--- config.mk ---
export PLATFORM = sky130hd
export DESIGN_NAME = cpu_record_parser
export DESIGN_NICKNAME = d
export VERILOG_FILES = /design/src/rtl/cpu_trace_pkg.sv /design/src/rtl/cpu_record_parser_char_classify.sv /design/src/rtl/cpu_record_parser.sv
export SDC_FILE = /design/constraint.sdc
export NUM_CORES = 1
export LEC_CHECK = 0
export ABC_CLOCK_PERIOD_IN_PS = 4960
export CELL_PAD_IN_SITES_DETAIL_PLACEMENT = 1
export CELL_PAD_IN_SITES_GLOBAL_PLACEMENT = 1
export CORE_ASPECT_RATIO = 2
export CORE_MARGIN = 1.5
export CORE_UTILIZATION = 38
export DETAILED_ROUTE_END_ITERATION = 10
export PLACE_DENSITY_LB_ADDON = 0.08
export SYNTH_ARGS = -nofsm -noshare
export SYNTH_HDL_FRONTEND = slang
export SYNTH_SLANG_ARGS = --single-unit
--- constraint.sdc ---
create_clock -name clk -period 4.96 [get_ports clk]
set_input_delay 1.488 -clock clk [delete_from_list [all_inputs] [get_ports clk]]
set_output_delay 1.488 -clock clk [all_outputs]
set_load 0.03 [all_outputs]
--- src/rtl/cpu_trace_pkg.sv ---
// rtl/cpu_trace_pkg.sv - shared state, format and delimiter constants for the trace record parser
package cpu_trace_pkg;

  localparam logic [3:0] ST_IDLE = 4'd0;
  localparam logic [3:0] ST_TIME = 4'd1;
  localparam logic [3:0] ST_PC   = 4'd2;
  localparam logic [3:0] ST_TGT  = 4'd3;
  localparam logic [3:0] ST_GRF  = 4'd4;
  localparam logic [3:0] ST_ADDR = 4'd5;
  localparam logic [3:0] ST_LT   = 4'd6;
  localparam logic [3:0] ST_DATA = 4'd7;
  localparam logic [3:0] ST_DONE = 4'd8;

  localparam logic [1:0] FMT_NONE = 2'd0;
  localparam logic [1:0] FMT_REG  = 2'd1;
  localparam logic [1:0] FMT_MEM  = 2'd2;

  localparam logic [7:0] CH_CARET  = 8'h5E;
  localparam logic [7:0] CH_AT     = 8'h40;
  localparam logic [7:0] CH_COLON  = 8'h3A;
  localparam logic [7:0] CH_DOLLAR = 8'h24;
  localparam logic [7:0] CH_STAR   = 8'h2A;
  localparam logic [7:0] CH_LT     = 8'h3C;
  localparam logic [7:0] CH_EQ     = 8'h3D;
  localparam logic [7:0] CH_HASH   = 8'h23;

endpackage

--- src/rtl/cpu_record_parser_char_classify.sv ---
// rtl/cpu_record_parser_char_classify.sv - ASCII decimal/hex digit classifier
module char_classify (
  input  logic [7:0] char_i,
  output logic       is_dec_o,
  output logic       is_hex_o,
  output logic [3:0] nibble_o
);

  always_comb begin
    is_dec_o = 1'b0;
    is_hex_o = 1'b0;
    nibble_o = 4'd0;
    if (char_i >= 8'h30 && char_i <= 8'h39) begin
      is_dec_o = 1'b1;
      is_hex_o = 1'b1;
      nibble_o = char_i[3:0];
    end else if ((char_i >= 8'h61 && char_i <= 8'h66) || (char_i >= 8'h41 && char_i <= 8'h46)) begin
      // 'a'/'A' have low nibble 1, so +9 maps them onto 10..15
      is_hex_o = 1'b1;
      nibble_o = char_i[3:0] + 4'd9;
    end
  end

endmodule

--- src/rtl/cpu_record_parser.sv ---
// rtl/cpu_record_parser.sv - extracts time/pc/target/data from cpu trace lines into records
// Optional macro RECORD_COUNT_EN enables the saturating rec_count counter.
module cpu_record_parser
  import cpu_trace_pkg::*;
#(
  parameter int TIME_W = 16,
  parameter int DATA_W = 32
) (
  input  logic              clk,
  input  logic              reset,
  input  logic [7:0]        char,
  input  logic [1:0]        format_type,
  output logic              rec_valid,
  input  logic              rec_ready,
  output logic [1:0]        rec_kind,
  output logic [TIME_W-1:0] rec_time,
  output logic [DATA_W-1:0] rec_pc,
  output logic [DATA_W-1:0] rec_target,
  output logic [DATA_W-1:0] rec_data,
  output logic              overflow,
  output logic [15:0]       rec_count
);

  logic [3:0]        state_q, state_d;
  logic [TIME_W-1:0] time_q, time_d;
  logic [DATA_W-1:0] pc_q, pc_d, tgt_q, tgt_d, data_q, data_d;
  logic              is_dec, is_hex;
  logic [3:0]        nibble;

  char_classify u_classify (
    .char_i   (char),
    .is_dec_o (is_dec),
    .is_hex_o (is_hex),
    .nibble_o (nibble)
  );

  always_comb begin
    state_d = state_q;
    time_d  = time_q;
    pc_d    = pc_q;
    tgt_d   = tgt_q;
    data_d  = data_q;
    if (char == CH_CARET) begin
      state_d = ST_TIME;
      time_d  = '0;
      pc_d    = '0;
      tgt_d   = '0;
      data_d  = '0;
    end else begin
      case (state_q)
        ST_TIME: if (char == CH_AT) state_d = ST_PC;
                 else if (is_dec) time_d = time_q * TIME_W'(10) + TIME_W'(nibble);
        ST_PC:   if (char == CH_COLON) state_d = ST_TGT;
                 else if (is_hex) pc_d = {pc_q[DATA_W-5:0], nibble};
        ST_TGT:  if (char == CH_DOLLAR) state_d = ST_GRF;
                 else if (char == CH_STAR) state_d = ST_ADDR;
        ST_GRF:  if (char == CH_LT) state_d = ST_LT;
                 else if (is_dec) tgt_d = tgt_q * DATA_W'(10) + DATA_W'(nibble);
        ST_ADDR: if (char == CH_LT) state_d = ST_LT;
                 else if (is_hex) tgt_d = {tgt_q[DATA_W-5:0], nibble};
        ST_LT:   if (char == CH_EQ) state_d = ST_DATA;
        ST_DATA: if (char == CH_HASH) state_d = ST_DONE;
                 else if (is_hex) data_d = {data_q[DATA_W-5:0], nibble};
        ST_DONE: state_d = ST_IDLE;
        default: state_d = state_q;
      endcase
    end
  end

  always_ff @(posedge clk) begin
    if (reset) begin
      state_q <= ST_IDLE;
      time_q  <= '0;
      pc_q    <= '0;
      tgt_q   <= '0;
      data_q  <= '0;
    end else begin
      state_q <= state_d;
      time_q  <= time_d;
      pc_q    <= pc_d;
      tgt_q   <= tgt_d;
      data_q  <= data_d;
    end
  end

  // format_type from cpu_checker is valid one cycle after '#', i.e. while in DONE
  logic capture, load;
  assign capture = (state_q == ST_DONE) && (format_type != FMT_NONE);
  assign load    = capture && (!rec_valid || rec_ready);

  always_ff @(posedge clk) begin
    if (reset) begin
      rec_valid  <= 1'b0;
      rec_kind   <= 2'd0;
      rec_time   <= '0;
      rec_pc     <= '0;
      rec_target <= '0;
      rec_data   <= '0;
      overflow   <= 1'b0;
    end else if (load) begin
      rec_valid  <= 1'b1;
      rec_kind   <= format_type;
      rec_time   <= time_q;
      rec_pc     <= pc_q;
      rec_target <= tgt_q;
      rec_data   <= data_q;
    end else begin
      if (capture) overflow <= 1'b1;
      if (rec_valid && rec_ready) rec_valid <= 1'b0;
    end
  end

`ifdef RECORD_COUNT_EN
  logic [15:0] count_q;
  always_ff @(posedge clk) begin
    if (reset) count_q <= 16'd0;
    else if (load && count_q != 16'hFFFF) count_q <= count_q + 16'd1;
  end
  assign rec_count = count_q;
`else
  assign rec_count = 16'd0;
`endif

endmodule
==> results of run 1 <==
## state kept, by name, summed over array words and instances, names as in the netlist, 4 cells and up
register,cells
pc_q,32
state_q,4
rec_pc,32
rec_time,16
rec_data,32
data_q,32
tgt_q,32
rec_target,32
time_q,16
## cell families after synthesis
group | after synthesis
compound gates | 406
xor+xnor | 69
fa+ha+maj | 92
buf+inv | 132
flops | 232
mux | 10
other cells | 1
simple gates | 628
## per-layer routing
metal / track usage / vias up / routed length [um]
met5: 0 / - / 0
met4: 0.0892 / 0 / 1380
met3: 0.0187 / 71 / 856
met2: 0.476 / 165 / 22500
met1: 0.224 / 5494 / 13700
li1: - / 5636 / -
## area by class of cell
cell class                      instances  area share
Sequential cell                       232       0.307
Clock inverter                         17      0.0123
Clock buffer                           24      0.0390
Antenna cell                            1    0.000166
Timing Repair Buffer                  204       0.126
Multi-Input combinational cell       1221       0.475
Tap cell                              423      0.0350
Inverter                               22     0.00546
## critical path, cell delays in order
cell             delay [ns]
clkdlybuf4s50_1        0.55
a31oi_1                0.12
o21ai_1                0.20
and3_4                 0.24
nor2_1                 0.05
xnor2_1                0.19
a21oi_1                0.10
ha_1                   0.36
a21oi_1                0.12
nor2_1                 0.09
and4b_1                0.22
nand4_1                0.16
nor4b_4                0.33
nand3_1                0.20
nor3_1                 0.22
xnor2_1                0.09
a211o_1                0.26
a21oi_1                0.14
## power by group through the flow
stage / sequential, mW / combinational (mW) / clock (mW)
finish: 1.88 / 0.159 / 1.84
global route: 1.88 / 0.174 / 1.96
CTS: 1.88 / 0.158 / 1.90
detailed placement: 1.92 / 0.157 / 0
global placement: 1.92 / 0.154 / 0
floorplan: 1.91 / 0.114 / 0
## worst paths after layout
check	slack, ns	endpoint	depth (start not counted)
setup reg to reg	0.48	tgt_q[31]	14
hold reg to reg	0.45	rec_pc[28]	2
setup / recovery	0.25	tgt_q[30]	18
hold / removal	0.45	rec_pc[28]	2
## cell usage after synthesis (3+ instances only)
master     number  area, sq um
inv_1          22         82.6
a21oi_1       256         1280
a211oi_2        3         37.5
o211ai_1        5         37.5
buf_2           3         15.0
nor2b_1         6         37.5
a211oi_1       42          315
a22oi_1         3         22.5
fa_1            4         80.1
xnor2_1        42          368
and3_1          7         43.8
a31oi_1         4         25.0
o21a_1          5         37.5
and4b_1         3         30.0
o211a_1         3         30.0
mux2i_1         9         90.1
a211o_1         9         78.8
clkbuf_1       88          330
buf_4          16          120
nand4_1        15         93.8
nand3_1        26          130
o2111ai_1       4         35.0
nor2_1        120          450
nor3b_1         3         22.5
xor2_1         26          228
nor3_1         15         75.1
ha_1           88         1100
a21o_1          9         67.6
o21ai_0        27          135
dfxtp_1       232         4640
nand2b_1        4         25.0
a311oi_1        4         35.0
o21bai_1        6         45.0
nand3b_1        3         22.5
and2_1          8         50.1
nand4b_1        5         43.8
nand2_1       397         1490
## timing repair
item,in CTS,in global routing
pin swaps,2,5
setup buffers,0,2
gates resized for setup,3,12
hold buffers,0,0
endpoints found under the setup margin,5,14
## stage by stage
| step | hold slack [ns] | setup TNS, ns |
|---|---|---|
| after floorplan | 0.429 | 0 |
| after global placement | 0.441 | -4.80 |
| after detailed placement | 0.445 | -9.93 |
| after CTS | 0.456 | 0 |
| after global routing | 0.472 | 0 |
| final | 0.453 | 0 |
==> metrics, run 1 <==
PnR worst setup slack=0.246 ns; number of synthesis warnings=0; GR Overflow Total=0; Crit. End Element=flop; die area=0.0334 sq mm; Via density=5.30; CORE AREA=0.0317 sq mm; FILL cells=3849; Mapped Cells=1570; Internal Pwr Total=2.95 mW; Max Cap Viol=0; Leak=5.68 nW; I/O pin cnt=145; Initial Utilization=0.387; Tcrit/Tclk final=0.950; endpoints failing hold=0; Pins Over Slew Limit=0; first-pass GRT wire length=61500 um; Die Y=257 um; Max Buffers Root-to-Sink=3; Syn Std Cell Area=0.0123 sq mm; CP Data Required Time=5.40 ns; min cycle time layout=4.71 ns; Reg power frac=0.485; clock share of power=0.474; pin count of the biggest net entering global routing=81; status=completed; Gate power share=0.041; vias in the first global route=11.9k; compound-gate portion of the synthesized area=0.202; I/O Buffers=128; clock transition at the registers of the reported paths=0.07 ns; most common cell after layout, fill and taps aside=nand2_1; R2R Path Start=tgt_q[1]; Final Util=0.477; Clock Skew=0.0152 ns; worst hold start=pc_q[28]; number of CTS-inserted buffers=23; crit path from=char[4]; Sw Ratio=0.238; CP Launch Type=input pin; Setup WS pre-CTS=-0.670 ns; simple-gate portion of the synthesized area=0.218; worst relative slew slack=0.400; DR WL/cell=17.9 um; Max Clk Rate=0.212 GHz; XOR/XNOR Fraction of Synth Area=0.0504; area occupied by multi-input gates=0.00717 sq mm; DP Area=0.0143 sq mm; cell area after layout=0.0151 sq mm; CTS tree=done; layout cells sized above 1=0.0901; unrepaired setup endpoints after global routing=no; Clock Latency Late Sink=0.53 ns; all-layer global routing usage=0.230; ANT nets after route=0; Post-synth ARST share=0; clock sinks=232; Remaining DRCs=0; syn avg cell area=7.81 sq um; Routed WL=38400 um; final total power=3.87 mW; die width=130 um; placer's final routability congestion estimate=0.972; DR pass1 iterations=4; peak supply drop=0.228 mV; FP Rows=92; DP Wirelength=28300 um; initial antenna violation count=1; post-synthesis mux area share=0.00827; Distinct cells, synth=77; H-tree depth=1; Reg area=0.00464 sq mm; Crit Path Max Fanout=3; PD cells=256 mW/mm^2; Synth Area in Adders=0.0963; Sw Pwr=924 uW; Finished Layout Cells=2144; main combinational cell family by area after synthesis=simple AND/OR/NAND/NOR gates; ys flop type=dfxtp_1; placed insts=2100; EDFF count, synth=0; Setup CP Type=in2reg; Worst-Margin Slew=0.901 ns; critical path arrival=5.15 ns; iteration-0 DRC count of the detailed router=387; most frequent cells in the layout=nand2_1 (396), a21oi_1 (255), dfxtp_1 (232); #FFs+latches synth=232; register area share after synthesis=0.379; Syn-to-layout area delta=23.3%; NumNets Final=1809; Setup violations, final=0; Min-Delay Path Class=reg2reg; clk root buf=clkbuf_16; Vias=11.4k
No activity file was read; power rests on OpenSTA's default activity.
==> run 2: changes to the inputs <==
--- a/config.mk
+++ b/config.mk
@@ -11,6 +11,7 @@
 export CORE_ASPECT_RATIO = 2
 export CORE_MARGIN = 1.5
 export CORE_UTILIZATION = 38
+export CTS_CLUSTER_SIZE = 25
 export DETAILED_ROUTE_END_ITERATION = 10
 export PLACE_DENSITY_LB_ADDON = 0.08
 export SYNTH_ARGS = -nofsm -noshare
==> results of run 2 <==
The final DEF is identical to that of run 1; final timing and power are the same.
